## src/rtl/id_ex_reg_pkg.sv

```systemverilog
`default_nettype none
// ============================================================================
// Module      : id_ex_reg_pkg
// Description : Shared widths, opcode constants and FSM encoding for the
//               decode-to-execute pipeline register.
// Revision    : 1.0 - initial release
// ============================================================================
package id_ex_reg_pkg;

    localparam int N_DEF   = 16;
    localparam int RA_DEF  = 3;
    localparam int OPC_W   = 5;
    localparam int FUNCT_W = 2;

    localparam logic [OPC_W-1:0] OPC_NOP  = 5'b00001;
    localparam logic [OPC_W-1:0] OPC_HALT = 5'b00000;

    // Control bundle: {valid, opCode, funct, regWrite, memRead, memWrite}
    localparam int CTL_W = 1 + OPC_W + FUNCT_W + 3;

    localparam int STATE_W = 1;
    localparam logic [STATE_W-1:0] ST_RUN    = 1'b0;
    localparam logic [STATE_W-1:0] ST_HALTED = 1'b1;

    function automatic logic [CTL_W-1:0] bubbleCtl(input logic [OPC_W-1:0] nopOpc);
        return {1'b0, nopOpc, {FUNCT_W{1'b0}}, 3'b000};
    endfunction

endpackage
`default_nettype wire

```

## src/rtl/ex_ctl_latch.sv

```systemverilog
`default_nettype none
// ============================================================================
// Module      : ex_ctl_latch
// Description : Enable/clear flop bank. Priority: reset > clear > load > hold.
// Revision    : 1.0 - initial release
// ============================================================================
module ex_ctl_latch #(
    parameter int           W       = 8,
    parameter logic [W-1:0] RST_VAL = '0,
    parameter logic [W-1:0] CLR_VAL = '0
) (
    input  logic         clk,
    input  logic         rst,
    input  logic         i_load,
    input  logic         i_clear,
    input  logic [W-1:0] i_d,
    output logic [W-1:0] o_q
);

    logic [W-1:0] r_q;

    always_ff @(posedge clk) begin
        if (rst) begin
            r_q <= RST_VAL;
        end else if (i_clear) begin
            r_q <= CLR_VAL;
        end else if (i_load) begin
            r_q <= i_d;
        end
    end

    assign o_q = r_q;

endmodule
`default_nettype wire

```

## src/rtl/id_ex_reg.sv

```systemverilog
`default_nettype none
// ============================================================================
// Module      : id_ex_reg
// Description : ID/EX pipeline register with stall, flush and HALT freeze.
// Revision    : 1.0 - initial release
// ============================================================================
module id_ex_reg
    import id_ex_reg_pkg::*;
#(
    parameter int               N        = N_DEF,
    parameter int               RA       = RA_DEF,
    parameter logic [OPC_W-1:0] NOP_OPC  = OPC_NOP,
    parameter logic [OPC_W-1:0] HALT_OPC = OPC_HALT
) (
    input  logic               clk,
    input  logic               rst,
    input  logic               stall,
    input  logic               flush,
    input  logic               id_valid,
    input  logic [OPC_W-1:0]   id_opCode,
    input  logic [FUNCT_W-1:0] id_funct,
    input  logic [N-1:0]       id_rd1,
    input  logic [N-1:0]       id_rd2,
    input  logic [N-1:0]       id_imm,
    input  logic [N-1:0]       id_pcInc,
    input  logic [RA-1:0]      id_wrReg,
    input  logic               id_regWrite,
    input  logic               id_memRead,
    input  logic               id_memWrite,
    output logic               ex_valid,
    output logic [OPC_W-1:0]   ex_opCode,
    output logic [FUNCT_W-1:0] ex_funct,
    output logic [N-1:0]       ex_rd1,
    output logic [N-1:0]       ex_rd2,
    output logic [N-1:0]       ex_imm,
    output logic [N-1:0]       ex_pcInc,
    output logic [RA-1:0]      ex_wrReg,
    output logic               ex_regWrite,
    output logic               ex_memRead,
    output logic               ex_memWrite,
    output logic               halted
);

    localparam int               DATA_W      = 4 * N + RA;
    localparam logic [CTL_W-1:0] c_ctlBubble = bubbleCtl(NOP_OPC);

    logic [STATE_W-1:0] r_state;
    logic [STATE_W-1:0] w_stateNext;
    logic               w_load;
    logic               w_clear;
    logic [CTL_W-1:0]   w_ctlD;
    logic [CTL_W-1:0]   w_ctlQ;
    logic [DATA_W-1:0]  w_dataD;
    logic [DATA_W-1:0]  w_dataQ;

    always_ff @(posedge clk) begin
        if (rst) begin
            r_state <= ST_RUN;
        end else begin
            r_state <= w_stateNext;
        end
    end

    always_comb begin
        w_stateNext = r_state;
        w_load      = 1'b0;
        w_clear     = 1'b0;
        case (r_state)
            ST_RUN: begin
                if (flush) begin
                    w_clear = 1'b1;
                end else if (!stall) begin
                    if (id_valid) begin
                        w_load = 1'b1;
                        if (id_opCode == HALT_OPC) begin
                            w_stateNext = ST_HALTED;
                        end
                    end else begin
                        w_clear = 1'b1;
                    end
                end
            end
            // The bubble is a fixed value, so re-clearing every edge emits it
            // once and then holds it, with flush naturally giving the same.
            ST_HALTED: begin
                w_clear = 1'b1;
            end
            default: begin
                w_stateNext = ST_RUN;
            end
        endcase
    end

    assign w_ctlD  = {1'b1, id_opCode, id_funct, id_regWrite, id_memRead, id_memWrite};
    assign w_dataD = {id_rd1, id_rd2, id_imm, id_pcInc, id_wrReg};

    ex_ctl_latch #(
        .W       (CTL_W),
        .RST_VAL (c_ctlBubble),
        .CLR_VAL (c_ctlBubble)
    ) u_ctlLatch (
        .clk     (clk),
        .rst     (rst),
        .i_load  (w_load),
        .i_clear (w_clear),
        .i_d     (w_ctlD),
        .o_q     (w_ctlQ)
    );

    ex_ctl_latch #(
        .W       (DATA_W),
        .RST_VAL ('0),
        .CLR_VAL ('0)
    ) u_dataLatch (
        .clk     (clk),
        .rst     (rst),
        .i_load  (w_load),
        .i_clear (w_clear),
        .i_d     (w_dataD),
        .o_q     (w_dataQ)
    );

    assign {ex_valid, ex_opCode, ex_funct, ex_regWrite, ex_memRead, ex_memWrite} = w_ctlQ;
    assign {ex_rd1, ex_rd2, ex_imm, ex_pcInc, ex_wrReg}                          = w_dataQ;
    assign halted = (r_state == ST_HALTED);

endmodule
`default_nettype wire

```

## config.mk

```make
export PLATFORM = sky130hd
export DESIGN_NAME = id_ex_reg
export DESIGN_NICKNAME = d
export VERILOG_FILES = /design/src/rtl/id_ex_reg_pkg.sv /design/src/rtl/ex_ctl_latch.sv /design/src/rtl/id_ex_reg.sv
export SDC_FILE = /design/constraint.sdc
export NUM_CORES = 1
export LEC_CHECK = 0
export CORE_ASPECT_RATIO = 1.5
export CORE_MARGIN = 3
export CORE_UTILIZATION = 44
export DETAILED_ROUTE_END_ITERATION = 8
export DONT_BUFFER_PORTS = 1
export HOLD_SLACK_MARGIN = 0.1
export PLACE_DENSITY_LB_ADDON = 0.2
export REMOVE_ABC_BUFFERS = 1
export SLEW_MARGIN = 30
export SYNTH_ARGS = -nofsm -noshare
export SYNTH_HDL_FRONTEND = slang
export SYNTH_SLANG_ARGS = --single-unit
```

## constraint.sdc

```tcl
create_clock -name clk -period 2.15 [get_ports clk]
set_clock_uncertainty 0.2 [all_clocks]
set_input_delay 0.43 -clock clk [delete_from_list [all_inputs] [get_ports clk]]
set_output_delay 0.43 -clock clk [all_outputs]
set_load 0.02 [all_outputs]
```

# Word level (Yosys, flattened, before mapping)
# Index checks and enable logic that the tools add are counted.
dict set report classes {
  muxes 13
  n_reduce_logical 2
  bitwise_logic 1
}
# op count
set ops {}
lappend ops {{$mux 1} 12}
lappend ops {{$logic_not 5->1} 1}
lappend ops {{$pmux 1 s2} 1}
lappend ops {{$reduce_or 2->1} 1}
lappend ops {{$not 1->1} 1}
dict set report totals {
  output_inout_bits 79
  reg_bits 79
  in_bits 82
  word_cells 19
}

# Longest topological paths before layout
# Gate-level depths: netlist (run 1).
dict set report depth {
  ltp_word 6
  ltp_mapped 6
  depth_no_buf 3
}

# By module
# A second synthesis (run 1) with hierarchy kept.
dict set report hier_totals {
  cells_unflattened 263
  hier_area_um2 2882.8
}
# module n_inst area_per_inst_um2 seq_area_each_um2 cells_each
set modules_own_cells {}
lappend modules_own_cells {{ex_ctl_latch at u_dataLatch} 1 2394.8 1341.3 218}
lappend modules_own_cells {{ex_ctl_latch at u_ctlLatch} 1 401.6 220.2 36}
lappend modules_own_cells {id_ex_reg 1 86.3 20.0 9}

# Worst setup path before layout (run 1)
# No wires, ideal clock.
dict set report synth_path {
  path_kind {input-to-reg}
  start {input port flush}
  end {register u_dataLatch.r_q[34], in the netlist u_dataLatch.o_q[34]}
  setup_time_ps 132
  stages 6
  path_buffers 3
  required_time_ps 1818
  arrival_ps 1451
  slack_ps 367
  path_cell_list {or4b_1 clkbuf_1 buf_6 buf_6 nand2_1 a21oi_1}
}
dict set report synth_between {
  elab_chain_len 3
  elab_cells_between_ends 5
}
# item line
set synth_rtl {}
lappend synth_rtl {{start: declaration} id_ex_reg.sv:18} ;# input logic flush,
lappend synth_rtl {{$mux 1} id_ex_reg.sv:70} ;# if (flush) begin
lappend synth_rtl {{$pmux 1 s2} id_ex_reg.sv:68} ;# case (r_state)
lappend synth_rtl {{$reduce_or 2->1 (no line)} -}
lappend synth_rtl {{end signal: assignment} ex_ctl_latch.sv:28} ;# r_q <= i_d;
lappend synth_rtl {{end: declaration} ex_ctl_latch.sv:20} ;# logic [W-1:0] r_q;
# Several ways; a longest one is shown, not always the timed one.
# A chain may end at the register's enable or synchronous reset.

# Worst setup path after layout (run 1)
dict set report layout_path {
  start {input port id_opCode[4]}
  end {register r_state, in the netlist halted}
}
dict set report layout_between {
  elab_chain_len 6
}
# item line
set layout_rtl {}
lappend layout_rtl {{start: declaration} id_ex_reg.sv:20} ;# input logic [OPC_W-1:0] id_opCode,
lappend layout_rtl {{$logic_not 5->1} id_ex_reg.sv:75} ;# if (id_opCode == HALT_OPC) begin
lappend layout_rtl {{$mux 1} id_ex_reg.sv:75}
lappend layout_rtl {{$mux 1} id_ex_reg.sv:73} ;# if (id_valid) begin
lappend layout_rtl {{$mux 1} id_ex_reg.sv:72} ;# end else if (!stall) begin
lappend layout_rtl {{$mux 1} id_ex_reg.sv:70}
lappend layout_rtl {{$mux 1} id_ex_reg.sv:68}
lappend layout_rtl {{end signal: assignment} id_ex_reg.sv:60} ;# r_state <= w_stateNext;
lappend layout_rtl {{end: declaration} id_ex_reg.sv:47} ;# logic [STATE_W-1:0] r_state;
# No other way between the ends.

==> impl_metrics.csv, run 1 <==
group,metric,value,unit
outcome,outcome,"finished, final reports clean",
drt,route.detailed.drc,0,
sta,final.setup.worst_slack,0.361,ns
grt,grtUsageTotal,20.4,%
cts,clkLatencyLatePin,0.33,ns
cts,cts_tree,"done",
die,die_h,103,um
die,start_util,46.5,%
synth,synth-seq-area-share,57.5,%
critical_path,crit_path_end_kind,"flop",
die,io_pins,161,
synth,synth-main-ff-cell,"dfxtp_1",
critical_path,cpMostUsedCell,"dlygate4sd3_1",
drt,routed_wirelength,7.38,mm
synth,synth_area_leaders,"dfxtp_1 57%, nand2_1 21%, a21oi_1 14%",
cts,cts_max_path_buffers,2,
cts,cts_buffers,9,
critical_path,crit_fanout,2,
critical_path,critical_path_class,"in -> reg",
place,routabilityCongestion,0.716,
cts,htree_levels,3,
sta,rsz0062_at_grt,"no",
grt,antenna_found_initial,0,
drt,ant_nets,0,
die,fp-row-count,34,
sta,tns,0,ns
cells_and_area,syn2layout_area_growth,38.2,%
critical_path,start_kind,"primary input",
place,pre_cts_slack,0.223,ns
cts,clkTransAtPathRegs,0.07,ns
synth,yosys.area.top_type_share,57.5,%
drt,avgViaCountPerCell,5.16,
synth,synth-async-reset-ratio,0,%
grt,grt_pass1_vias,2568,
place,portBuffers,0,
cells_and_area,diodes,0,
synth,synth_seq_cells,79,
drt,drt_pass1_iterations,4,
sta,setup_viol,0,
die,die-area,0.00726,sq mm
drt,drt-initial-drc-count,103,
sta,tightest_slew,0.788,ns
synth,synth_top_area_cell,"dfxtp_1",
synth,yosysMostFrequentCell,"nand2_1",
critical_path,slowest_stage,"dlygate4sd3_1",
cts,clock-sinks,79,
sta,hold_viol_final,0,
critical_path,crit_path_max_incr_delay,0.59,ns
synth,avgSynthCellArea,7.98,sq um
synth,synth_cells,345,
cts,cts_root_buf,"clkbuf_8",
synth,synth.distinct_cells,16,
grt,grt_pass1_wl,11.8,mm
die,die_x,70.6,um
power,p_per_area,761,mW/mm^2
die,core-area,0.00591,sq mm
synth,netlist_area,0.00275,sq mm
min_path,worstHoldPathType,"in -> reg",
critical_path,required,2.22,ns
sta,fin_crit_sh,83.2,%
grt,overflow,0,
sta,drv_slew,0,
cells_and_area,nNetsFinal,497,
place,dpl.hpwl,4.42,mm
cts,postCtsSetupRepairBufs,0,
grt,grt_max_degree,78,
drt,vias,2536,
job,drv_cap,0,
synth,yosysWarnings,0,
critical_path,cp_cell_sequence,"dlygate4sd3_1 > o41ai_1 > dlygate4sd3_1",
critical_path,cp.arrival,1.86,ns
power,max-vdd-ir-drop,0.000636,V
synth,synth_edf_count,0,
drt,wl_per_cell,15.0,um
sta,fin_crit,1.79,ns
sta,fmax,559,MHz
power,leakagePower,0.00129,uW
cells_and_area,layout-drive-gt1-share,5.49,%
sta,slew_headroom,47.3,%
synth,netlist_top_cells_count,"154 x nand2_1, 79 x dfxtp_1, 76 x a21oi_1",
kinds of logic after synthesis:
group                  Yosys count  synth area share [%]
AND/OR/NAND/NOR                163                  23.4
flip-flops                      79                  57.5
AO/OA/AOI/OAI                   78                  14.3
buffers and inverters           25                  4.82
area by class of cell:
type | count | area (sq um)
multi-input cells | 241 | 1060
fillers | 489 | 2110
repair buffers | 84 | 863
well taps | 72 | 90.1
clock buffers | 11 | 141
clock inverters | 4 | 70.1
flip-flops and latches | 79 | 1580
routing by layer:
metal | GRT usage (%) | up-vias | wire [um]
met5 | 0 | - | 0
met4 | 10.6 | 0 | 229
met3 | 6.73 | 18 | 625
met2 | 35.7 | 111 | 3880
met1 | 22.1 | 1161 | 2650
li1 | - | 1246 | -
timing repair:
item / 4_1_cts / 5_1_grt
gates resized for setup: 0 / 0
hold buffers: 78 / 0
endpoints found under the hold margin: 78 / 0
per-stage QoR:
step	power, uW	std cells	util, %	hold slack [ns]	instance area, sq um
after floorplan	1610	320	-	0.329	2620
after global placement	1650	398	47.5	0.332	2810
after detailed placement	1650	398	47.5	0.344	2810
after CTS	2920	491	64.3	0.284	3800
after global routing	3010	491	64.3	0.299	3800
final	2900	491	64.3	0.297	3800
worst max-delay path, delay by kind of cell:
| kind | cells | cell delay [ns] |
|---|---|---|
| buffers and inverters | 2 | 1.15 |
| AO/OA/AOI/OAI | 1 | 0.28 |
power breakdown:
group	switching [uW]	internal, uW
Clock	488	676
Sequential	30.3	1480
Combinational	96.8	126
placed cells by master, fill, tap and decap left out:
cell type,count
nor2_1,2
o41ai_1,1
nor4_1,1
clkbuf_1,1
nor4b_4,1
a21oi_1,76
or4b_2,1
buf_4,3
bufinv_16,2
dlygate4sd3_1,78
clkbuf_8,10
dfxtp_1,79
o21ai_4,1
buf_12,3
nand2b_1,1
nand2_1,154
clkinv_2,2
nand3b_1,2
nor3_1,1
final timing paths:
| check | from | slack, ns | endpoint | cells past startpoint |
|---|---|---|---|---|
| max | id_opCode[4] | 0.36 | halted | 3 |
| min | id_valid | 0.30 | u_dataLatch.o_q[44] | 2 |
| max reg2reg | halted | 0.37 | u_dataLatch.o_q[21] | 5 |
| min reg2reg | u_dataLatch.o_q[10] | 0.36 | u_dataLatch.o_q[10] | 2 |
registers in the layout, indices dropped and copies added (netlist names):
register         cells
u_dataLatch.o_q     67
halted               1
u_ctlLatch.o_q      11
Note: power is estimated with default switching activity, not from simulation.
==> run 2, diff against run 1 <==
==> constraint.sdc (replaced) <==
create_clock -name clk -period 1.65 [get_ports clk]
set_clock_uncertainty 0.2 [all_clocks]
set_input_delay 0.33 -clock clk [delete_from_list [all_inputs] [get_ports clk]]
set_output_delay 0.33 -clock clk [all_outputs]
set_load 0.02 [all_outputs]
==> impl_metrics.csv, run 2 (synthesis gave the netlist of run 1 again) <==
group,metric,value,unit
power,clock_power_share,36.8,%
outcome,violations,"negative setup slack",
critical_path,slowest_stage,"or4b_4",
cells_and_area,syn2layout_area_growth,51.5,%
critical_path,reg2reg_setup_slack,-0.02,ns
power,max-vdd-ir-drop,0.000509,V
die,io_pins,161,
min_path,worstHoldPathType,"in -> reg",
cells_and_area,multi_input_area,0.00112,sq mm
sta,fmax,598,MHz
min_path,worstHoldStart,"id_opCode[0]",
drt,routed_wirelength,8.87,mm
place,dpl.hpwl,4.39,mm
drt,avgViaCountPerCell,5.16,
sta,fin_crit_sh,101,%
job,drv_cap,0,
drt,route.detailed.drc,0,
power,p_comb_share,10.2,%
sta,drv_slew,0,
drt,wl_per_cell,17.5,um
sta,setup_viol,36,
power,leakagePower,0.00147,uW
grt,antenna_found_initial,0,
place,dp_cells,399,
cells_and_area,mostFrequentLayoutCell,"nand2_1",
sta,tightest_slew,0.296,ns
cts,clkLatencyLatePin,0.33,ns
place,pre_cts_slack,-0.141,ns
critical_path,crit_fanout,20,
critical_path,rr_startpoint,"halted",
sta,hold_viol_final,0,
cells_and_area,diodes,0,
critical_path,crit_path_max_incr_delay,0.66,ns
die,core-area,0.00591,sq mm
critical_path,required,1.68,ns
place,routabilityCongestion,0.736,
cells_and_area,layout-drive-gt1-share,12.9,%
critical_path,critical_path_class,"reg -> reg",
cts,clkTransAtPathRegs,0.08,ns
power,p_sw_share,22.9,%
power,p_per_area,890,mW/mm^2
power,p_seq_share,53.0,%
sta,slew_headroom,80.3,%
die,fp-row-count,34,
power,intPower,2860,uW
cts,clock-sinks,79,
grt,grtUsageTotal,21.1,%
critical_path,cp_cell_sequence,"or4b_4 > buf_16 > nand2_1 > a21oi_1",
critical_path,cp.arrival,1.70,ns
drt,ant_nets,0,
drt,drt_pass1_iterations,4,
die,die_x,70.6,um
sta,rsz0062_at_grt,"yes",
cts,cts_max_path_buffers,2,
grt,grt_max_degree,66,
cts,cts_root_buf,"clkbuf_8",
power,power_switching,848,uW
cells_and_area,final_cell_mix,"140 x nand2_1, 78 x dlygate4sd3_1, 78 x dfxtp_1",
drt,drt-initial-drc-count,156,
critical_path,crit_start,"halted",
grt,overflow,0,
cts,htree_levels,3,
cells_and_area,seq_area,0.00158,sq mm
die,die-area,0.00726,sq mm
die,start_util,46.5,%
sta,fin_crit,1.67,ns
critical_path,start_kind,"flop",
cells_and_area,largest_reg_flops,67,
critical_path,crit_path_end_kind,"flop",
sta,final.setup.worst_slack,-0.0219,ns
cells_and_area,n_fill_cell,467,
place,portBuffers,0,
cells_and_area,nNetsFinal,514,
critical_path,crit_buf_inv,1,
cells_and_area,final_cells,507,
grt,grt_pass1_wl,12.0,mm
grt,grt_pass1_vias,2480,
cts,cts_tree,"done",
cts,cts_buffers,9,
outcome,outcome,"finished, violations left",
drt,vias,2618,
die,die_h,103,um
critical_path,cp_top_family,"simple AND/OR/NAND/NOR gates",
==> run 2: changes by cell type in the layout (fill, tap and decap cells not counted), sizes merged <==
cell and delta:
clkbuf +5, clkinvlp +1, dlymetal6s4s +4, buf +7, bufinv -1
==> run 2: per-stage QoR <==
stage	area (sq um)	setup TNS, ns	hold slack [ns]	utilization [%]	total power (uW)
6_report	4170	-0.293	0.156	70.5	3710
5_1_grt	4170	-2.65	0.161	70.5	3850
4_1_cts	3870	0	0.183	65.5	3690
3_5_place_dp	2830	-9.32	0.234	47.9	2150
3_3_place_gp	2830	-8.69	0.233	47.9	2150
2_1_floorplan	2620	-193.26	0.229	-	2100
==> run 2: final timing paths <==
path / endpoint / cells after the start
worst min register to register: u_dataLatch.o_q[10] / 2
worst min-delay path: u_ctlLatch.o_q[5] / 3
worst max-delay path: u_dataLatch.o_q[51] / 4
worst max register to register: u_dataLatch.o_q[51] / 4
==> run 2: worst register-to-register path: stages, from the launching register on <==
cell and delay [ns]:
dfxtp_2 0.33, or4b_4 0.66, buf_16 0.22, nand2_1 0.09
a21oi_1 0.07
==> run 2: timing repair <==
action	CTS	global route
cloned	1	10
endpoints found under the hold margin	78	0
setup buffers	0	1
hold buffers	82	0
pin swaps	0	7
gates resized for setup	1	34
endpoints found under the setup margin	77	79
==> run 2: area by class of cell <==
class | count | area share [%]
sequential | 79 | 38.0
timing repair buffer | 101 | 28.5
multi-input combinational | 241 | 26.9
clock buffer | 10 | 3.30
tap | 72 | 2.16
clock inverter | 4 | 1.14
==> run 2: power groups by stage <==
stage	Clock [uW]	Combinational (uW)	Sequential, uW
CTS	1410	313	1970
detailed placement	0	144	2010
global route	1470	407	1970
floorplan	0	96.0	2010
global placement	0	141	2010
finish	1360	379	1970
==> run 2: metal layers <==
layer  track usage, %  up-vias  wire, um
met1             22.7     1195      3220
li1                 -     1289         -
met5                0        -         0
met2             37.6      116      4700
met4             11.0        0       232
met3             6.15       18       715
